==> config.mk <==
export PLATFORM = sky130hd
export DESIGN_NAME = palette_loader
export DESIGN_NICKNAME = d
export VERILOG_FILES = /design/src/rtl/palette_loader.sv
export SDC_FILE = /design/constraint.sdc
export NUM_CORES = 1
export LEC_CHECK = 0
export ABC_CLOCK_PERIOD_IN_PS = 7900
export BUFFER_PORTS_ARGS = -buffer_cell sky130_fd_sc_hd__buf_2
export CAP_MARGIN = 20
export CORE_ASPECT_RATIO = 0.6
export CORE_UTILIZATION = 59
export DETAILED_ROUTE_END_ITERATION = 6
export PLACE_DENSITY = 0.85
export SLEW_MARGIN = 0
export SYNTH_ARGS = -nofsm -noshare
export SYNTH_HDL_FRONTEND = slang
export SYNTH_SLANG_ARGS = --single-unit
==> constraint.sdc <==
create_clock -name clk -period 7.9 [get_ports clk]
set_input_delay 0.395 -clock clk [delete_from_list [all_inputs] [get_ports clk]]
set_output_delay 0.395 -clock clk [all_outputs]
set_load 0.05 [all_outputs]
==> src/rtl/palette_loader.sv <==
// palette_loader: refills the 16-entry RGB565 palette from a table in SDRAM.
// An Avalon-MM read master fetches entries FIRST..LAST from BASE. Each returned
// entry is written to the palette port one cycle after its response. A load
// starts either at once (START) or on the next vsync pulse after ARM, so the
// palette can be swapped during vblank without tearing.
module palette_loader #(
  parameter int ADDR_W          = 24,
  parameter int MAX_OUTSTANDING = 4
) (
  input  logic              clk,
  input  logic              reset,
  input  logic [1:0]        avs_csr_address,
  input  logic              avs_csr_write,
  input  logic [31:0]       avs_csr_writedata,
  input  logic              avs_csr_read,
  output logic [31:0]       avs_csr_readdata,
  input  logic              vsync,
  output logic              avm_master_read,
  output logic [ADDR_W-1:0] avm_master_address,
  input  logic [15:0]       avm_master_readdata,
  input  logic              avm_master_readdatavalid,
  input  logic              avm_master_waitrequest,
  output logic [3:0]        avm_palette_address,
  output logic [15:0]       avm_palette_writedata,
  output logic              avm_palette_write,
  output logic              irq
);

  localparam logic [3:0] MAX_OUT = 4'(MAX_OUTSTANDING);

  typedef enum logic [2:0] {
    S_IDLE,
    S_ARMED,
    S_ISSUE,
    S_DRAIN,
    S_DONE
  } state_t;

  state_t state;

  // CSR-visible configuration and status
  logic [ADDR_W-1:0] base_addr;
  logic [3:0]        range_first;
  logic [3:0]        range_last;
  logic              irq_en;
  logic              done_flag;
  logic              err_flag;

  // Per-load shadow copies and progress counters
  logic [3:0]        first_sh;
  logic [4:0]        n_sh;
  logic [4:0]        issued;
  logic [4:0]        resp_cnt;
  logic [3:0]        outstanding;
  logic              aborting;

  // CSR decode
  logic wr_ctrl, wr_base, wr_status, wr_range;
  logic start_req, arm_req, abort_req, err_set;
  logic unused_wdata;

  assign wr_ctrl   = avs_csr_write && (avs_csr_address == 2'd0);
  assign wr_base   = avs_csr_write && (avs_csr_address == 2'd1);
  assign wr_status = avs_csr_write && (avs_csr_address == 2'd2);
  assign wr_range  = avs_csr_write && (avs_csr_address == 2'd3);

  assign start_req = wr_ctrl && avs_csr_writedata[0];
  assign arm_req   = wr_ctrl && avs_csr_writedata[1];
  assign abort_req = wr_ctrl && avs_csr_writedata[3];

  // Only a subset of the write data bits is meaningful for any register.
  assign unused_wdata = ^avs_csr_writedata;

  // Load control terms
  logic       busy, armed, in_load;
  logic       accept, resp, stopping, launch;
  logic [3:0] outstanding_nxt;
  logic [4:0] issued_nxt;
  logic [4:0] n_cfg;
  logic       more_to_issue, room, read_nxt;

  assign busy    = (state == S_ISSUE) || (state == S_DRAIN) || (state == S_DONE);
  assign armed   = (state == S_ARMED);
  assign in_load = (state == S_ISSUE) || (state == S_DRAIN);

  // Wrap through 15->0 falls out of the 4-bit subtraction.
  assign n_cfg = {1'b0, range_last - range_first} + 5'd1;

  assign accept = avm_master_read && !avm_master_waitrequest;
  // Responses outside a load (e.g. stale ones after reset) are dropped.
  assign resp   = avm_master_readdatavalid && in_load && (outstanding != 4'd0);

  // Same-cycle accept and response cancel out in the outstanding count.
  assign outstanding_nxt = outstanding + 4'(accept) - 4'(resp);
  assign issued_nxt      = issued + 5'(accept);
  assign more_to_issue   = issued_nxt < n_sh;
  assign room            = outstanding_nxt < MAX_OUT;

  // Abort takes effect in the cycle of the ABORT write itself.
  assign stopping = in_load && (aborting || abort_req);

  // A request stalled by waitrequest must stay up until accepted, even on abort.
  assign read_nxt = stopping ? (avm_master_read && avm_master_waitrequest)
                             : ((state == S_ISSUE) && more_to_issue && room);

  assign launch = ((state == S_IDLE) && start_req) ||
                  ((state == S_ARMED) && vsync && !abort_req);

  assign err_set = (start_req || arm_req) && (state != S_IDLE);

  assign irq = done_flag && irq_en;

  // CSR registers: configuration writes, sticky/W1C status flags
  always_ff @(posedge clk or posedge reset) begin
    if (reset) begin
      base_addr   <= '0;
      range_first <= 4'h0;
      range_last  <= 4'hF;
      irq_en      <= 1'b0;
      done_flag   <= 1'b0;
      err_flag    <= 1'b0;
    end else begin
      if (wr_ctrl) irq_en <= avs_csr_writedata[2];
      if (wr_base) base_addr <= {avs_csr_writedata[ADDR_W-1:1], 1'b0};
      if (wr_range) begin
        range_first <= avs_csr_writedata[3:0];
        range_last  <= avs_csr_writedata[11:8];
      end
      if (wr_status && avs_csr_writedata[2]) done_flag <= 1'b0;
      if (state == S_DONE) done_flag <= 1'b1;
      if (wr_status && avs_csr_writedata[3]) err_flag <= 1'b0;
      if (err_set) err_flag <= 1'b1;
    end
  end

  // Load sequencer: start/arm, request issue with flow control, drain, abort
  always_ff @(posedge clk or posedge reset) begin
    if (reset) begin
      state              <= S_IDLE;
      avm_master_read    <= 1'b0;
      avm_master_address <= '0;
      first_sh           <= 4'h0;
      n_sh               <= 5'd0;
      issued             <= 5'd0;
      resp_cnt           <= 5'd0;
      outstanding        <= 4'd0;
      aborting           <= 1'b0;
    end else if (launch) begin
      state              <= S_ISSUE;
      avm_master_read    <= 1'b1;
      avm_master_address <= base_addr;
      first_sh           <= range_first;
      n_sh               <= n_cfg;
      issued             <= 5'd0;
      resp_cnt           <= 5'd0;
      outstanding        <= 4'd0;
      aborting           <= 1'b0;
    end else begin
      case (state)
        S_IDLE: begin
          if (arm_req) state <= S_ARMED;
        end
        S_ARMED: begin
          if (abort_req) state <= S_IDLE;
        end
        S_ISSUE, S_DRAIN: begin
          avm_master_read <= read_nxt;
          outstanding     <= outstanding_nxt;
          issued          <= issued_nxt;
          if (accept) avm_master_address <= avm_master_address + ADDR_W'(2);
          if (resp && !stopping) resp_cnt <= resp_cnt + 5'd1;
          if (abort_req) aborting <= 1'b1;
          if (stopping) begin
            if (!read_nxt && (outstanding_nxt == 4'd0)) begin
              state    <= S_IDLE;
              aborting <= 1'b0;
            end
          end else if ((state == S_ISSUE) && accept && !more_to_issue) begin
            state <= S_DRAIN;
          end else if ((state == S_DRAIN) && resp && ((resp_cnt + 5'd1) == n_sh)) begin
            state <= S_DONE;
          end
        end
        S_DONE: begin
          state <= S_IDLE;
        end
        default: begin
          state <= S_IDLE;
        end
      endcase
    end
  end

  // Palette write port: one registered write per accepted response
  always_ff @(posedge clk or posedge reset) begin
    if (reset) begin
      avm_palette_write     <= 1'b0;
      avm_palette_address   <= 4'h0;
      avm_palette_writedata <= 16'h0;
    end else begin
      avm_palette_write <= resp && !stopping;
      if (resp && !stopping) begin
        avm_palette_address   <= first_sh + resp_cnt[3:0];
        avm_palette_writedata <= avm_master_readdata;
      end
    end
  end

  // CSR read mux
  logic [31:0] csr_mux;

  always_comb begin
    csr_mux = '0;
    case (avs_csr_address)
      2'd0: csr_mux[2] = irq_en;
      2'd1: csr_mux = 32'(base_addr);
      2'd2: csr_mux[3:0] = {err_flag, done_flag, armed, busy};
      2'd3: begin
        csr_mux[3:0]  = range_first;
        csr_mux[11:8] = range_last;
      end
      default: csr_mux = '0;
    endcase
  end

  // CSR read data register, updated one cycle after each read strobe
  always_ff @(posedge clk or posedge reset) begin
    if (reset) begin
      avs_csr_readdata <= '0;
    end else if (avs_csr_read) begin
      avs_csr_readdata <= csr_mux;
    end
  end

endmodule

==> impl_metrics.env <==
export IMPL_report_final_slew_viol_count=0
export IMPL_cpMostUsedCell="sky130_fd_sc_hd__ha_1"
export IMPL_critical_path_endpoint_type="register"
export IMPL_nFillCells=710
export IMPL_routed_wirelength_mm=16.5
export IMPL_p_switching_mw=1.47
export IMPL_synth_top_cells_by_area="sky130_fd_sc_hd__dfrtp_1 48%, sky130_fd_sc_hd__nand2_1 7.5%, sky130_fd_sc_hd__mux2_2 6.0%"
export IMPL_yosys_area_top_type_share_pct=48.2
export IMPL_detail_route_wl_per_cell_um=18.0
export IMPL_worstReg2RegEnd="state[1]"
export IMPL_seqCellArea_sq_um=3260
export IMPL_yosys_warns=0
export IMPL_hpwl_mm=11.3
export IMPL_fin_crit_sh_pct=39.6
export IMPL_hold_viol_final=0
export IMPL_grt_start_max_net_pins=75
export IMPL_tritoncts_num_buffers=17
export IMPL_row_count=29
export IMPL_ys_flop_type="sky130_fd_sc_hd__dfrtp_1"
export IMPL_die_y_um=83.6
export IMPL_relSlewSlack_pct=33.6
export IMPL_clk_latency_ns=0.42
export IMPL_switching_share_pct=45.7
export IMPL_cts_sinks=130
export IMPL_worstReg2RegStart="outstanding[2]"
export IMPL_die_w_um=138
export IMPL_p_seq_share_pct=34.3
export IMPL_combinationalPowerShare_pct=41.7
export IMPL_fin_worst_skew_ns=0.0116
export IMPL_final_core_utilization_pct=72.6
export IMPL_detail_route_iter0_violations=529
export IMPL_antenna_cells=0
export IMPL_tritoncts_clock_tree="built"
export IMPL_finalSetupTns_ns=0
export IMPL_drive_gt1_share_pct=27.3
export IMPL_cts_root_buf="sky130_fd_sc_hd__clkbuf_16"
export IMPL_netlist_top_cells_count="131 x sky130_fd_sc_hd__nand2_1, 126 x sky130_fd_sc_hd__dfrtp_1, 54 x sky130_fd_sc_hd__o21ai_0"
export IMPL_clock_fmax_mhz=320
export IMPL_crit_arrival_ns=3.38
export IMPL_coreArea_sq_um=10700
export IMPL_post_cts_setup_buffer_count=0
export IMPL_grt_first_pass_wirelength_mm=26.8
export IMPL_crit_end="state[1]"
export IMPL_post_synth_design_cell_area_sq_um=6540
export IMPL_p_clk_share_pct=24.1
export IMPL_period_needed_ns=3.13
export IMPL_worst_path_largest_cell_delay_ns=0.46
export IMPL_rrSetupSlack_ns=4.77
export IMPL_worst_slew_pin_transition_ns=0.995
export IMPL_finish_cell_count_without_fillers=915
export IMPL_ys_seq_elements=130
export IMPL_synthCells=653
export IMPL_antenna_left=0
export IMPL_internal_power_mw=1.74
export IMPL_vdd_ir_drop_worst_v=0.000319
export IMPL_overflow=0
export IMPL_antenna_found_initial=0
export IMPL_status="complete, no violations"
export IMPL_cts_resized_gates=0
export IMPL_p_per_area_nw_per_um2=414
export IMPL_number_of_global_route_vias_before_repair=5326
export IMPL_dr_total_vias=5422
export IMPL_mapped_avg_cell_area_sq_um=10.0
export IMPL_rsz_0062_raised_after_global_routing="no"
export IMPL_total_leakage_power_nw=3.79
export IMPL_number_of_cell_instances_on_the_worst_register_to_register_path=12
export IMPL_cts_path_max_buffers=2
export IMPL_cp_max_fo=3
export IMPL_synth_top_cell_by_area="sky130_fd_sc_hd__dfrtp_1"
export IMPL_groute_usage_overall_pct=30.8
export IMPL_crit_path_cells="inv_1 -> ha_1 -> or3b_2 -> and2_1 -> ha_1 -> inv_1 -> ha_1 -> fa_1 -> a211oi_1 -> nand3_1 -> o21ai_0 -> o21ai_0"
export IMPL_drv_cap=0
export IMPL_vias_per_cell=5.93
export IMPL_path_class="reg2reg"
export IMPL_startpoint="outstanding[2]"
export IMPL_number_of_buffer_cells_added_on_primary_ports=118
export IMPL_dpl_cell_count=883
export IMPL_holdCritPathClass="in2async"
export IMPL_critical_path_startpoint_type="register"
export IMPL_layout_area_overhead_vs_synth_pct=18.4
export IMPL_finalSetupViolCount=0
export IMPL_number_of_distinct_library_cell_variants_in_the_gate_level_netlist_after_synthesis=65
export IMPL_multiInputGateArea_sq_um=2940
export IMPL_design_die_area_sq_um=11500
export IMPL_critPathRequiredTime_ns=8.15
export IMPL_cts_htree_levels=4
export IMPL_clk_pin_slew_ns=0.06
export IMPL_highest_delay_cell_along_the_critical_path="sky130_fd_sc_hd__fa_1"
export IMPL_synth_async_reset_ratio_pct=100
export IMPL_drt_pass1_iter_count=5
export IMPL_post_synth_top_count_cell="sky130_fd_sc_hd__nand2_1"
export IMPL_cts_hold_fix_buffers=0
export IMPL_sequential_element_share_of_the_synthesized_area_pct=49.8
export IMPL_place_congestion=0.892
export IMPL_pin_count=136
export IMPL_design_final_nets=843
export IMPL_route_detailed_drc=0
export IMPL_number_of_flops_mapped_to_enable_cells_by_yosys=0
export IMPL_initial_utilization_pct=61.3
==> through the flow <==
stage	power (mW)	instance area, sq um	setup WS (ns)	hold WS (ns)
global route	3.38	7740	4.56	0.137
detailed placement	2.41	7170	4.83	0.458
finish	3.21	7740	4.77	0.0945
global placement	2.33	7140	4.90	0.451
floorplan	2.08	6570	4.04	0.448
CTS	3.20	7740	4.81	0.112
==> flip-flops by register name (all words and copies together) (netlist names) <==
name and count:
avs_csr_readdata 24, avm_master_address 23, range_first 4, aborting 1
done_flag 1, outstanding 4, err_flag 1, state 3
first_sh 4, irq_en 1, issued 5, n_sh 5
range_last 4, avm_palette_address 4, avm_palette_writedata 16, resp_cnt 5
base_addr 23, avm_palette_write 1, avm_master_read 1
==> area by class of cell <==
type	count	share of cell area, %
flip-flops and latches	130	42.1
multi-input cells	450	37.9
clock inverters	13	1.63
inverters	43	2.12
repair buffers	121	8.17
clock buffers	19	5.85
well taps	139	2.25
==> power by group through the flow <==
| stage | Clock [mW] | Combinational [mW] | Sequential (mW) |
|---|---|---|---|
| 4_1_cts | 0.775 | 1.34 | 1.09 |
| 3_3_place_gp | 0 | 1.26 | 1.07 |
| 5_1_grt | 0.808 | 1.45 | 1.12 |
| 3_5_place_dp | 0 | 1.32 | 1.09 |
| 2_1_floorplan | 0 | 0.623 | 1.46 |
| 6_report | 0.772 | 1.34 | 1.10 |
==> worst max-delay path, delay by kind of cell (launching register included) <==
family	cells	cell delay, ns
and+or+nand+nor	3	0.78
buffers and inverters	2	0.13
adders and majority gates	4	1.11
DFF	1	0.37
AOI/OAI and AO/OA	3	0.56
==> worst min path at each step <==
stage / startpoint / endpoint / slack (ns) / depth (start not counted)
CTS: reset / avs_csr_readdata[9] / 0.11 / 2
global placement: avm_palette_writedata[0] / avm_palette_writedata[0] / 0.45 / 2
floorplan: err_flag / err_flag / 0.45 / 2
finish: reset / base_addr[2] / 0.09 / 2
detailed placement: avm_palette_writedata[3] / avm_palette_writedata[3] / 0.46 / 2
global route: reset / irq_en / 0.14 / 2
==> metal layers <==
layer | global-route usage [%] | vias to the layer above | routed length, um
met5 | 0 | - | 0
met4 | 12.0 | 0 | 280
met3 | 7.23 | 29 | 1450
met2 | 45.4 | 280 | 7470
met1 | 44.1 | 2673 | 7260
li1 | - | 2440 | -
==> cell usage in the layout, fill, tap and decap left out, types with 7 or more instances in the layout <==
| cell | n |
|---|---|
| sky130_fd_sc_hd__buf_2 | 118 |
| sky130_fd_sc_hd__nand2_1 | 131 |
| sky130_fd_sc_hd__nor3_1 | 9 |
| sky130_fd_sc_hd__xnor2_1 | 13 |
| sky130_fd_sc_hd__clkbuf_16 | 17 |
| sky130_fd_sc_hd__xor2_1 | 16 |
| sky130_fd_sc_hd__nand3_1 | 28 |
| sky130_fd_sc_hd__o21ai_0 | 54 |
| sky130_fd_sc_hd__nor2_1 | 18 |
| sky130_fd_sc_hd__a21o_1 | 8 |
| sky130_fd_sc_hd__o211ai_1 | 7 |
| sky130_fd_sc_hd__conb_1 | 9 |
| sky130_fd_sc_hd__mux2_2 | 35 |
| sky130_fd_sc_hd__dfrtp_1 | 126 |
| sky130_fd_sc_hd__a21oi_1 | 14 |
| sky130_fd_sc_hd__inv_1 | 41 |
| sky130_fd_sc_hd__ha_1 | 20 |
==> cells by family (layout without fill, tap and decap cells) <==
| logic type | after synthesis | in the layout | share of synthesized area (%) |
|---|---|---|---|
| multiplexers | 41 | 41 | 7.13 |
| other | 1 | 9 | 0.0573 |
| adder cells (fa/ha/maj) | 23 | 23 | 4.74 |
| flip-flops | 130 | 130 | 49.8 |
| XOR/XNOR | 30 | 30 | 4.23 |
| AO/OA/AOI/OAI | 118 | 118 | 11.3 |
| buffers and inverters | 81 | 196 | 5.79 |
| AND/OR/NAND/NOR | 229 | 229 | 16.9 |
Power figures use the tool's default switching activity.
